## src/rtl/dmem_pkg.sv

```systemverilog
// rtl/dmem_pkg.sv - shared DMCtrl encoding, sequencer states and load-extension helpers
//
// Purpose: constants and helpers shared by the data-memory sequencer and the
// core decoder.
//   DM_*         DMCtrl load/store width codes
//   dm_state_e   sequencer states
//   dm_nbytes    number of byte-lane RAM cycles for a DMCtrl code
//   dm_ctrl_bad  DMCtrl codes that never name a legal access
//   dm_extend    sign/zero extension of an assembled little-endian load
package dmem_pkg;

  localparam logic [2:0] DM_LB  = 3'b000;
  localparam logic [2:0] DM_LH  = 3'b001;
  localparam logic [2:0] DM_LW  = 3'b010;
  localparam logic [2:0] DM_LBU = 3'b100;
  localparam logic [2:0] DM_LHU = 3'b101;

  typedef enum logic [1:0] {
    ST_IDLE = 2'd0,
    ST_XFER = 2'd1,
    ST_LAST = 2'd2,
    ST_RESP = 2'd3
  } dm_state_e;

  function automatic logic [2:0] dm_nbytes(input logic [2:0] ctrl);
    case (ctrl[1:0])
      2'b00:   return 3'd1;
      2'b01:   return 3'd2;
      default: return 3'd4;
    endcase
  endfunction

  function automatic logic dm_ctrl_bad(input logic [2:0] ctrl);
    return (ctrl == 3'b011) || (ctrl == 3'b110) || (ctrl == 3'b111);
  endfunction

  function automatic logic [31:0] dm_extend(input logic [2:0] ctrl, input logic [31:0] raw);
    case (ctrl)
      DM_LB:   return {{24{raw[7]}}, raw[7:0]};
      DM_LH:   return {{16{raw[15]}}, raw[15:0]};
      DM_LBU:  return {24'h000000, raw[7:0]};
      DM_LHU:  return {16'h0000, raw[15:0]};
      default: return raw;
    endcase
  endfunction

endpackage

```

## src/rtl/dmem_rr_arb2.sv

```systemverilog
// rtl/dmem_rr_arb2.sv - two-requester round-robin arbiter with last-grant memory
//
// Purpose: picks one of two requesters; on a tie the one not granted last wins.
// Ports:
//   clk, rst_n  clock, asynchronous active-low reset
//   req_i[1:0]  bit 0 = cpu, bit 1 = dbg
//   update_i    strobe: the current grant was taken, remember it
//   grant_o     one-hot (or zero) combinational grant
module dmem_rr_arb2 (
  input  logic       clk,
  input  logic       rst_n,
  input  logic [1:0] req_i,
  input  logic       update_i,
  output logic [1:0] grant_o
);

  // Starts as "dbg last" so the cpu wins the first tie after reset.
  logic last_dbg_q;

  always_comb begin
    grant_o = 2'b00;
    case (req_i)
      2'b01:   grant_o = 2'b01;
      2'b10:   grant_o = 2'b10;
      2'b11:   grant_o = last_dbg_q ? 2'b01 : 2'b10;
      default: grant_o = 2'b00;
    endcase
  end

  always_ff @(posedge clk or negedge rst_n) begin
    if (!rst_n) begin
      last_dbg_q <= 1'b1;
    end else if (update_i) begin
      last_dbg_q <= grant_o[1];
    end
  end

endmodule

```

## src/rtl/dmem_access_ctrl.sv

```systemverilog
// rtl/dmem_access_ctrl.sv - two-port byte-serial sequencer in front of the data RAM
//
// Purpose: arbitrates cpu/dbg load-store requests round-robin and runs each
// accepted access as one RAM cycle per byte, little-endian, against a
// synchronous single-port byte RAM with one cycle of read latency.
// Ports:
//   clk, rst_n                 clock, asynchronous active-low reset
//   cpu_req/ready              request and combinational accept
//   cpu_we/ctrl/addr/wdata     operands, stable while cpu_req is high
//   cpu_done/err/rdata         completion pulse, reject flag, registered load data
//   dbg_*                      same set for the debug/loader port
//   ram_addr/we/wdata/rdata    byte RAM port
module dmem_access_ctrl
  import dmem_pkg::*;
#(
  parameter int ADDR_W = 7
) (
  input  logic              clk,
  input  logic              rst_n,
  input  logic              cpu_req,
  output logic              cpu_ready,
  input  logic              cpu_we,
  input  logic [2:0]        cpu_ctrl,
  input  logic [31:0]       cpu_addr,
  input  logic [31:0]       cpu_wdata,
  output logic              cpu_done,
  output logic              cpu_err,
  output logic [31:0]       cpu_rdata,
  input  logic              dbg_req,
  output logic              dbg_ready,
  input  logic              dbg_we,
  input  logic [2:0]        dbg_ctrl,
  input  logic [31:0]       dbg_addr,
  input  logic [31:0]       dbg_wdata,
  output logic              dbg_done,
  output logic              dbg_err,
  output logic [31:0]       dbg_rdata,
  output logic [ADDR_W-1:0] ram_addr,
  output logic              ram_we,
  output logic [7:0]        ram_wdata,
  input  logic [7:0]        ram_rdata
);

  dm_state_e         state_q, state_d;
  logic              owner_q, owner_d;   // 1 = dbg owns the access in flight
  logic              we_q, we_d;
  logic [2:0]        ctrl_q, ctrl_d;
  logic [ADDR_W-1:0] addr_q, addr_d;
  logic [31:0]       wdata_q, wdata_d;
  logic [2:0]        n_q, n_d;
  logic [1:0]        k_q, k_d;
  logic              err_q, err_d;
  logic [31:0]       raw_q, raw_d;
  logic [31:0]       cpu_rdata_q, cpu_rdata_d;
  logic [31:0]       dbg_rdata_q, dbg_rdata_d;

  logic [1:0] grant;
  logic       accept;

  dmem_rr_arb2 u_arb (
    .clk      (clk),
    .rst_n    (rst_n),
    .req_i    ({dbg_req, cpu_req}),
    .update_i (accept),
    .grant_o  (grant)
  );

  assign accept = (state_q == ST_IDLE) && (grant != 2'b00);

  // Operands of the winning port.
  logic              req_we;
  logic [2:0]        req_ctrl;
  logic [31:0]       req_addr;
  logic [31:0]       req_wdata;
  logic [2:0]        req_n;
  logic [ADDR_W:0]   req_end;
  logic              req_err;

  assign req_we    = grant[1] ? dbg_we    : cpu_we;
  assign req_ctrl  = grant[1] ? dbg_ctrl  : cpu_ctrl;
  assign req_addr  = grant[1] ? dbg_addr  : cpu_addr;
  assign req_wdata = grant[1] ? dbg_wdata : cpu_wdata;
  assign req_n     = dm_nbytes(req_ctrl);

  // One extra bit catches an access whose last byte runs past the top of the RAM.
  assign req_end = {1'b0, req_addr[ADDR_W-1:0]} + (ADDR_W+1)'(req_n) - (ADDR_W+1)'(1);

  assign req_err = dm_ctrl_bad(req_ctrl)
                 || (req_we && req_ctrl[2])
                 || (req_addr[31:ADDR_W] != '0)
                 || req_end[ADDR_W];

  logic       last_k;
  logic       cap_en;
  logic [1:0] cap_idx;
  logic [31:0] raw_cap;

  assign last_k = ({1'b0, k_q} == (n_q - 3'd1));

  // Read data trails its address by one cycle, so XFER step k fills lane k-1
  // and LAST fills the final lane n-1.
  assign cap_en  = (state_q == ST_XFER) && !we_q && (k_q != 2'd0);
  assign cap_idx = (state_q == ST_LAST) ? (n_q[1:0] - 2'd1) : (k_q - 2'd1);

  always_comb begin
    raw_cap = raw_q;
    raw_cap[{cap_idx, 3'b000} +: 8] = ram_rdata;
  end

  always_comb begin
    state_d     = state_q;
    owner_d     = owner_q;
    we_d        = we_q;
    ctrl_d      = ctrl_q;
    addr_d      = addr_q;
    wdata_d     = wdata_q;
    n_d         = n_q;
    k_d         = k_q;
    err_d       = err_q;
    raw_d       = raw_q;
    cpu_rdata_d = cpu_rdata_q;
    dbg_rdata_d = dbg_rdata_q;

    case (state_q)
      ST_IDLE: begin
        if (accept) begin
          owner_d = grant[1];
          we_d    = req_we;
          ctrl_d  = req_ctrl;
          addr_d  = req_addr[ADDR_W-1:0];
          wdata_d = req_wdata;
          n_d     = req_n;
          k_d     = 2'd0;
          raw_d   = 32'h0;
          err_d   = req_err;
          state_d = req_err ? ST_RESP : ST_XFER;
        end
      end
      ST_XFER: begin
        if (cap_en) begin
          raw_d = raw_cap;
        end
        if (last_k) begin
          k_d     = 2'd0;
          state_d = we_q ? ST_RESP : ST_LAST;
        end else begin
          k_d = k_q + 2'd1;
        end
      end
      ST_LAST: begin
        raw_d = raw_cap;
        if (owner_q) begin
          dbg_rdata_d = dm_extend(ctrl_q, raw_cap);
        end else begin
          cpu_rdata_d = dm_extend(ctrl_q, raw_cap);
        end
        state_d = ST_RESP;
      end
      ST_RESP: begin
        err_d   = 1'b0;
        state_d = ST_IDLE;
      end
      default: state_d = ST_IDLE;
    endcase
  end

  always_ff @(posedge clk or negedge rst_n) begin
    if (!rst_n) begin
      state_q     <= ST_IDLE;
      owner_q     <= 1'b0;
      we_q        <= 1'b0;
      ctrl_q      <= 3'b000;
      addr_q      <= '0;
      wdata_q     <= 32'h0;
      n_q         <= 3'd1;
      k_q         <= 2'd0;
      err_q       <= 1'b0;
      raw_q       <= 32'h0;
      cpu_rdata_q <= 32'h0;
      dbg_rdata_q <= 32'h0;
    end else begin
      state_q     <= state_d;
      owner_q     <= owner_d;
      we_q        <= we_d;
      ctrl_q      <= ctrl_d;
      addr_q      <= addr_d;
      wdata_q     <= wdata_d;
      n_q         <= n_d;
      k_q         <= k_d;
      err_q       <= err_d;
      raw_q       <= raw_d;
      cpu_rdata_q <= cpu_rdata_d;
      dbg_rdata_q <= dbg_rdata_d;
    end
  end

  logic in_xfer;
  logic in_resp;

  assign in_xfer = (state_q == ST_XFER);
  assign in_resp = (state_q == ST_RESP);

  // ready is gated by rst_n so it reads 0 while reset is held, like every
  // other handshake output.
  assign cpu_ready = rst_n && accept && grant[0];
  assign dbg_ready = rst_n && accept && grant[1];

  assign cpu_done  = in_resp && !owner_q;
  assign dbg_done  = in_resp && owner_q;
  assign cpu_err   = cpu_done && err_q;
  assign dbg_err   = dbg_done && err_q;
  assign cpu_rdata = cpu_rdata_q;
  assign dbg_rdata = dbg_rdata_q;

  assign ram_addr  = in_xfer ? (addr_q + ADDR_W'(k_q)) : '0;
  assign ram_we    = in_xfer && we_q;
  assign ram_wdata = (in_xfer && we_q) ? wdata_q[{k_q, 3'b000} +: 8] : 8'h00;

endmodule

```

## config.mk

```make
export PLATFORM = sky130hd
export DESIGN_NAME = dmem_access_ctrl
export DESIGN_NICKNAME = d
export VERILOG_FILES = /design/src/rtl/dmem_pkg.sv /design/src/rtl/dmem_rr_arb2.sv /design/src/rtl/dmem_access_ctrl.sv
export SDC_FILE = /design/constraint.sdc
export NUM_CORES = 1
export LEC_CHECK = 0
export ABC_AREA = 1
export ABC_CLOCK_PERIOD_IN_PS = 2900
export CAP_MARGIN = 20
export CORE_ASPECT_RATIO = 1.5
export CORE_MARGIN = 2
export CORE_UTILIZATION = 42
export CTS_CLUSTER_SIZE = 8
export DETAILED_ROUTE_END_ITERATION = 10
export PLACE_DENSITY = 0.8
export SETUP_SLACK_MARGIN = 0.1
export SLEW_MARGIN = 30
export SYNTH_ARGS = -nofsm -noshare
export SYNTH_HDL_FRONTEND = slang
export SYNTH_SLANG_ARGS = --single-unit
```

## constraint.sdc

```tcl
create_clock -name clk -period 2.9 [get_ports clk]
set_input_delay 0.725 -clock clk [delete_from_list [all_inputs] [get_ports clk]]
set_output_delay 0.725 -clock clk [all_outputs]
set_load 0.01 [all_outputs]
```

# ---- After elaboration in Yosys (flattened, before gate mapping)
# Cells that the tools add are included.
dict set report totals {
  reg_bits 149
  out_inout_bits 86
  input_bits 148
}
dict set report op_classes {
  shift 3
  mux 25
  bitwise 1
  n_eq_ne 17
  n_reduce_logical 35
  n_addsub 8
}
# cell count
set ops {}
lappend ops {{$mux W32} 4}
lappend ops {{$pmux W32 S4} 1}
lappend ops {{$pmux W32 S3} 1}
lappend ops {{$bwmux W32} 1}
lappend ops {{$shift A8 B7 Y32 const A} 1}
lappend ops {{$shiftx A32 B6 Y8} 1}
lappend ops {{$shiftx A8 B7 Y32} 1}
lappend ops {{$reduce_bool A25 Y1} 1}
lappend ops {{$mux W2} 7}
lappend ops {{$eq A3 B3 Y1 const B} 4}
lappend ops {{$logic_and A1 B1 Y1} 12}
lappend ops {{$reduce_and A2 Y1} 6}
lappend ops {{$add A7 B3 Y8} 1}
lappend ops {{$eq A2 B2 Y1 const B} 4}
lappend ops {{$mux W8} 1}
lappend ops {{$pmux W2 S4} 1}
lappend ops {{$reduce_bool A2 Y1} 4}
lappend ops {{$sub A8 B1 Y8 const B} 1}
lappend ops {{$add A7 B2 Y7} 1}
lappend ops {{$mux W7} 1}
lappend ops {{$neg A5 Y7} 1}
lappend ops {{$eq A2 B1 Y1 const B} 3}
lappend ops {{$ne A2 B2 Y1 const B} 3}
lappend ops {{$pmux W2 S3} 1}
lappend ops {{other kinds (18)} 27}

# ---- Depth between registers and ports, before layout
dict set report logic_depth {
  word_depth 12
  ltp_mapped 18
  ltp_nobuf 18
}

# ---- By module
# A second synthesis with hierarchy kept.
dict set report unflattened {
  cells_unflattened 969
  area_unflattened_um2 7527.2
}
# module seq_area_each_um2 cells_per_inst area_per_inst_um2 n_inst
set by_module_without_submodules {}
lappend by_module_without_submodules {dmem_access_ctrl 3679.8 960 7463.4 1}
lappend by_module_without_submodules {dmem_rr_arb2 26.3 9 63.8 1}

# ---- Least setup slack after synthesis
# Ideal clock, no wire load.
dict set report synth_path {
  path_kind {input-to-reg}
  from {input port cpu_req}
  to {register err_q}
  slack_ns 0.300
  arrival_ns 2.479
  cell_stages 16
  path_buffers 1
  setup_ns 0.121
  path_cell_list {nand2_1 -> nand2_1 -> inv_1 -> clkbuf_1 -> or2_2 -> o21ai_0 -> inv_1 -> ha_1 -> nand2_1 -> nor2_1 -> a211oi_1 -> nand2_1 -> nand2_1 -> nand3_1 -> nand3_1 -> nand2_1}
}
dict set report synth_via {
  word_cells_on_any_way 28
  classes_between {add/sub: 2; eq/ne: 8; mux: 7; reduce/logical: 11}
}
# element line
set synth_lines {}
lappend synth_lines {{start: declaration} dmem_access_ctrl.sv:20} ;# input logic cpu_req,
lappend synth_lines {{$eq A2 B2 Y1 / $eq A2 B1 Y1 (equally long branches)} dmem_rr_arb2.sv:22} ;# case (req_i)
lappend synth_lines {{$pmux W2 S3 (*)} dmem_rr_arb2.sv:22}
lappend synth_lines {{$mux W32 (*)} dmem_access_ctrl.sv:81} ;# assign req_addr = grant[1] ? dbg_addr : cpu_addr;
lappend synth_lines {{net req_addr[5]} dmem_access_ctrl.sv:73} ;# logic [31:0] req_addr;
lappend synth_lines {{$add A7 B3 Y8 (*)} dmem_access_ctrl.sv:86} ;# assign req_end = {1'b0, req_addr[ADDR_W-1:0]} + (ADDR_W+1)'(req_n) - (ADDR_W+1)'(1);
lappend synth_lines {{$sub A8 B1 Y8 (*)} dmem_access_ctrl.sv:86}
lappend synth_lines {{$logic_or A1 B1 Y1 (*)} dmem_access_ctrl.sv:91} ;# || req_end[ADDR_W];
lappend synth_lines {{$mux W1 (*)} dmem_access_ctrl.sv:126} ;# if (accept) begin
lappend synth_lines {{$pmux W1 S2 (*)} dmem_access_ctrl.sv:124} ;# case (state_q)
lappend synth_lines {{end signal: assignment} dmem_access_ctrl.sv:190} ;# err_q <= err_d;
lappend synth_lines {{end: declaration} dmem_access_ctrl.sv:52} ;# logic err_q, err_d;
# Mark *: on every way through the listed nets, which the timed path passes. The rest lies on a longest branch. The select of a mux whose other input is x is not followed.
# A chain may end at the register's enable or synchronous reset.

# ---- Final worst setup path
dict set report layout_path {
  from {register state_q[1]}
  to {output port ram_we}
}
dict set report layout_via {
  elab_chain_len 2
}
# element line
set layout_lines {}
lappend layout_lines {{start: declaration} dmem_access_ctrl.sv:44} ;# dm_state_e state_q, state_d;
lappend layout_lines {{start signal: assignment} dmem_access_ctrl.sv:182} ;# state_q <= state_d;
lappend layout_lines {{$eq A2 B1 Y1} dmem_access_ctrl.sv:200} ;# assign in_xfer = (state_q == ST_XFER);
lappend layout_lines {{$logic_and A1 B1 Y1} dmem_access_ctrl.sv:216} ;# assign ram_we = in_xfer && we_q;
lappend layout_lines {{end: declaration} dmem_access_ctrl.sv:39} ;# output logic ram_we,
# No other way between the ends.

==> flow_summary.toml <==
[run_status]
status = "finished clean"

[routing]
vias_per_cell = 5.10
maxUsedRoutingLayer = "met4"
vias = 7221
drc = 0
wirelength_mm = 21.4
met1_length_mm = 8.18
dr.first_iter.drc_count = 381
postRouteAntennaNets = 0
routedWlPerCell_um = 15.1
wl_met3_mm = 1.03
drtPass1Iterations = 5
wl_met2_mm = 11.7

[clock_tree]
cts.path.max_buffers = 2
cts_made_buffers = 17
cts_sinks = 148
h-tree-depth = 4
insertion_delay_ps = 420
cts_tree = "built"
path_clk_slew_ps = 60
cts_root_buffer = "clkbuf_16"

[timing]
whs_ps = 384
fin_skew_ps = 11.8
finalCritPeriodShare = 0.939
slew_violations = 0
hold_viol_final = 0
grt_setup_unrepaired = "false"
fmax_ghz = 0.367
worstMarginPinSlew_ps = 824
setup_violations = 0
relSlewSlack = 0.451
fin_crit_ps = 2720

[global_route]
grt.total_usage = 0.229
grt_max_degree = 149
grt_pass1_vias = 7144
grt-ovfl-total = 0
grt_pass1_wl_mm = 34.7
antenna_found_initial = 0

[placement]
place.port_buffers = 233
gp_congestion = 0.893
dp_hpwl_mm = 15.6

[logic_synthesis]
ys_ff_latch = 148
syn_area_per_cell_um2 = 7.73
synth_edf_count = 0
synth_area_leaders = "dfrtp_1 49%, nand2_1 15%, o21ai_0 7.9%"
synth_nets = 1124
ys_types = 35
yosys_warnings = 0
synth_area_um2 = 7410
ys.flop_type = "dfrtp_1"
ys_seq_area_frac = 0.500
async_reset_ff_frac = 1.00
syn_inst = 959
yosysTopAreaCellShare = 0.493
synth_largest_area_cell = "dfrtp_1"

[critical_path]
cp_data_arrival_time_ps = 2000
worstSetupPathType = "reg2out"
start_kind = "flip-flop"
critPathCaptureType = "primary output"
required_ps = 2170
critPathMaxFanout = 9

[floorplanning]
io_pins = 234
initial_core_util = 0.427
dieHeight_um = 167
core-area_um2 = 17300
die_area_um2 = 18800
rows = 59
die_w_um = 112

[power_and_ir_drop]
irDropWorstVdd_mv = 0.522
p_leak_nw = 5.02
power_mw = 10.7
p_per_area_nw_per_um2 = 995

[layout]
syn_to_final_growth_pct = 45.1
final_common_cell = "nand2_1"
num-nets-final = 1356
drive_above_1_share = 0.0897
antenna_cells = 0
layout_common_cells = "295 x nand2_1, 216 x clkdlybuf4s50_1, 145 x dfrtp_1"

[flow_run]
max_cap_viol_count = 0

[min_path]
hold_class = "in2async"
## stage by stage
step	cells	util	setup slack, ps	instance area, um^2	TNS [ps]
after global routing	1417	0.620	88.3	10800	0
after CTS	1416	0.616	107	10700	0
after floorplan	959	-	300	7410	0
after global placement	1382	0.580	-203	10100	-471
final	1417	0.620	176	10800	0
after detailed placement	1382	0.580	-271	10100	-625
## repair_timing
item	in CTS	in global routing
setup endpoints to repair	17	16
gates resized for setup	38	22
hold buffers	0	0
hold endpoints to repair	0	0
buffers inserted	1	1
gates cloned	1	0
pin swaps	0	2
## worst max-delay path, stage by stage, from the launching register on
cell	delay, ps
dfrtp_1	440
inv_2	130
ha_4	190
nand2_4	110
inv_1	110
clkdlybuf4s50_1	590
## worst paths after layout
path,from,endpoint,slack (ps),depth (start not counted)
max in group asynchronous,rst_n,dbg_rdata[17],1870,2
worst min register to register,dbg_rdata[26],dbg_rdata[26],480,2
worst max register to register,state_q[0],dbg_rdata[19],410,14
worst min-delay path,rst_n,addr_q[5],380,2
worst max-delay path,state_q[1],ram_we,180,5
min in group clk,dbg_rdata[26],dbg_rdata[26],480,2
## area by class of cell
class	instances	area [um^2]
Sequential cell	148	3710
Inverter	85	330
Tap cell	213	267
Timing Repair Buffer	263	2590
Clock buffer	19	453
Clock inverter	13	118
Fill cell	1492	6590
Multi-Input combinational cell	675	3280
Timing Repair inverter	1	7.51
## logic make-up (layout without fill, tap and decap cells)
logic type	count (synthesis)	count (layout)	synth area share
AOI/OAI and AO/OA	216	216	0.165
xor gates and xnor gates	1	1	0.00118
adders and majority gates	17	17	0.0297
buffers and inverters	136	381	0.0711
DFF	148	148	0.500
muxes	2	2	0.00270
and+or+nand+nor	439	439	0.231
## per-layer routing
metal / up-vias / track usage
met5: - / 0
met4: 0 / 0.0822
met3: 36 / 0.0488
met2: 245 / 0.425
met1: 3362 / 0.256
li1: 3578 / -
## state kept, by name (all words and copies together) (netlist names), 2 cells and up
| signal | count |
|---|---|
| k_q | 2 |
| wdata_q | 32 |
| state_q | 2 |
| cpu_rdata | 32 |
| dbg_rdata | 32 |
| raw_q | 32 |
| addr_q | 7 |
| n_q | 3 |
| ctrl_q | 2 |
## cells in the mapped netlist (all sizes together) (9+ instances only)
library cell / instances
clkbuf: 34
nor2: 109
o21ai: 130
a21oi: 15
a31oi: 34
ha: 16
nor3: 9
nand3: 11
buf: 17
o22ai: 32
inv: 83
dfrtp: 146
nand2: 300
## report_power, final
part	total (mW)	internal [mW]	leakage, nW	switching, mW
logic	5.10	2.17	2.85	2.93
clock network	2.11	1.17	0.281	0.944
registers	3.49	2.96	1.89	0.526
total	10.7	6.30	5.02	4.40
Note: power is estimated with default switching activity, not from simulation.
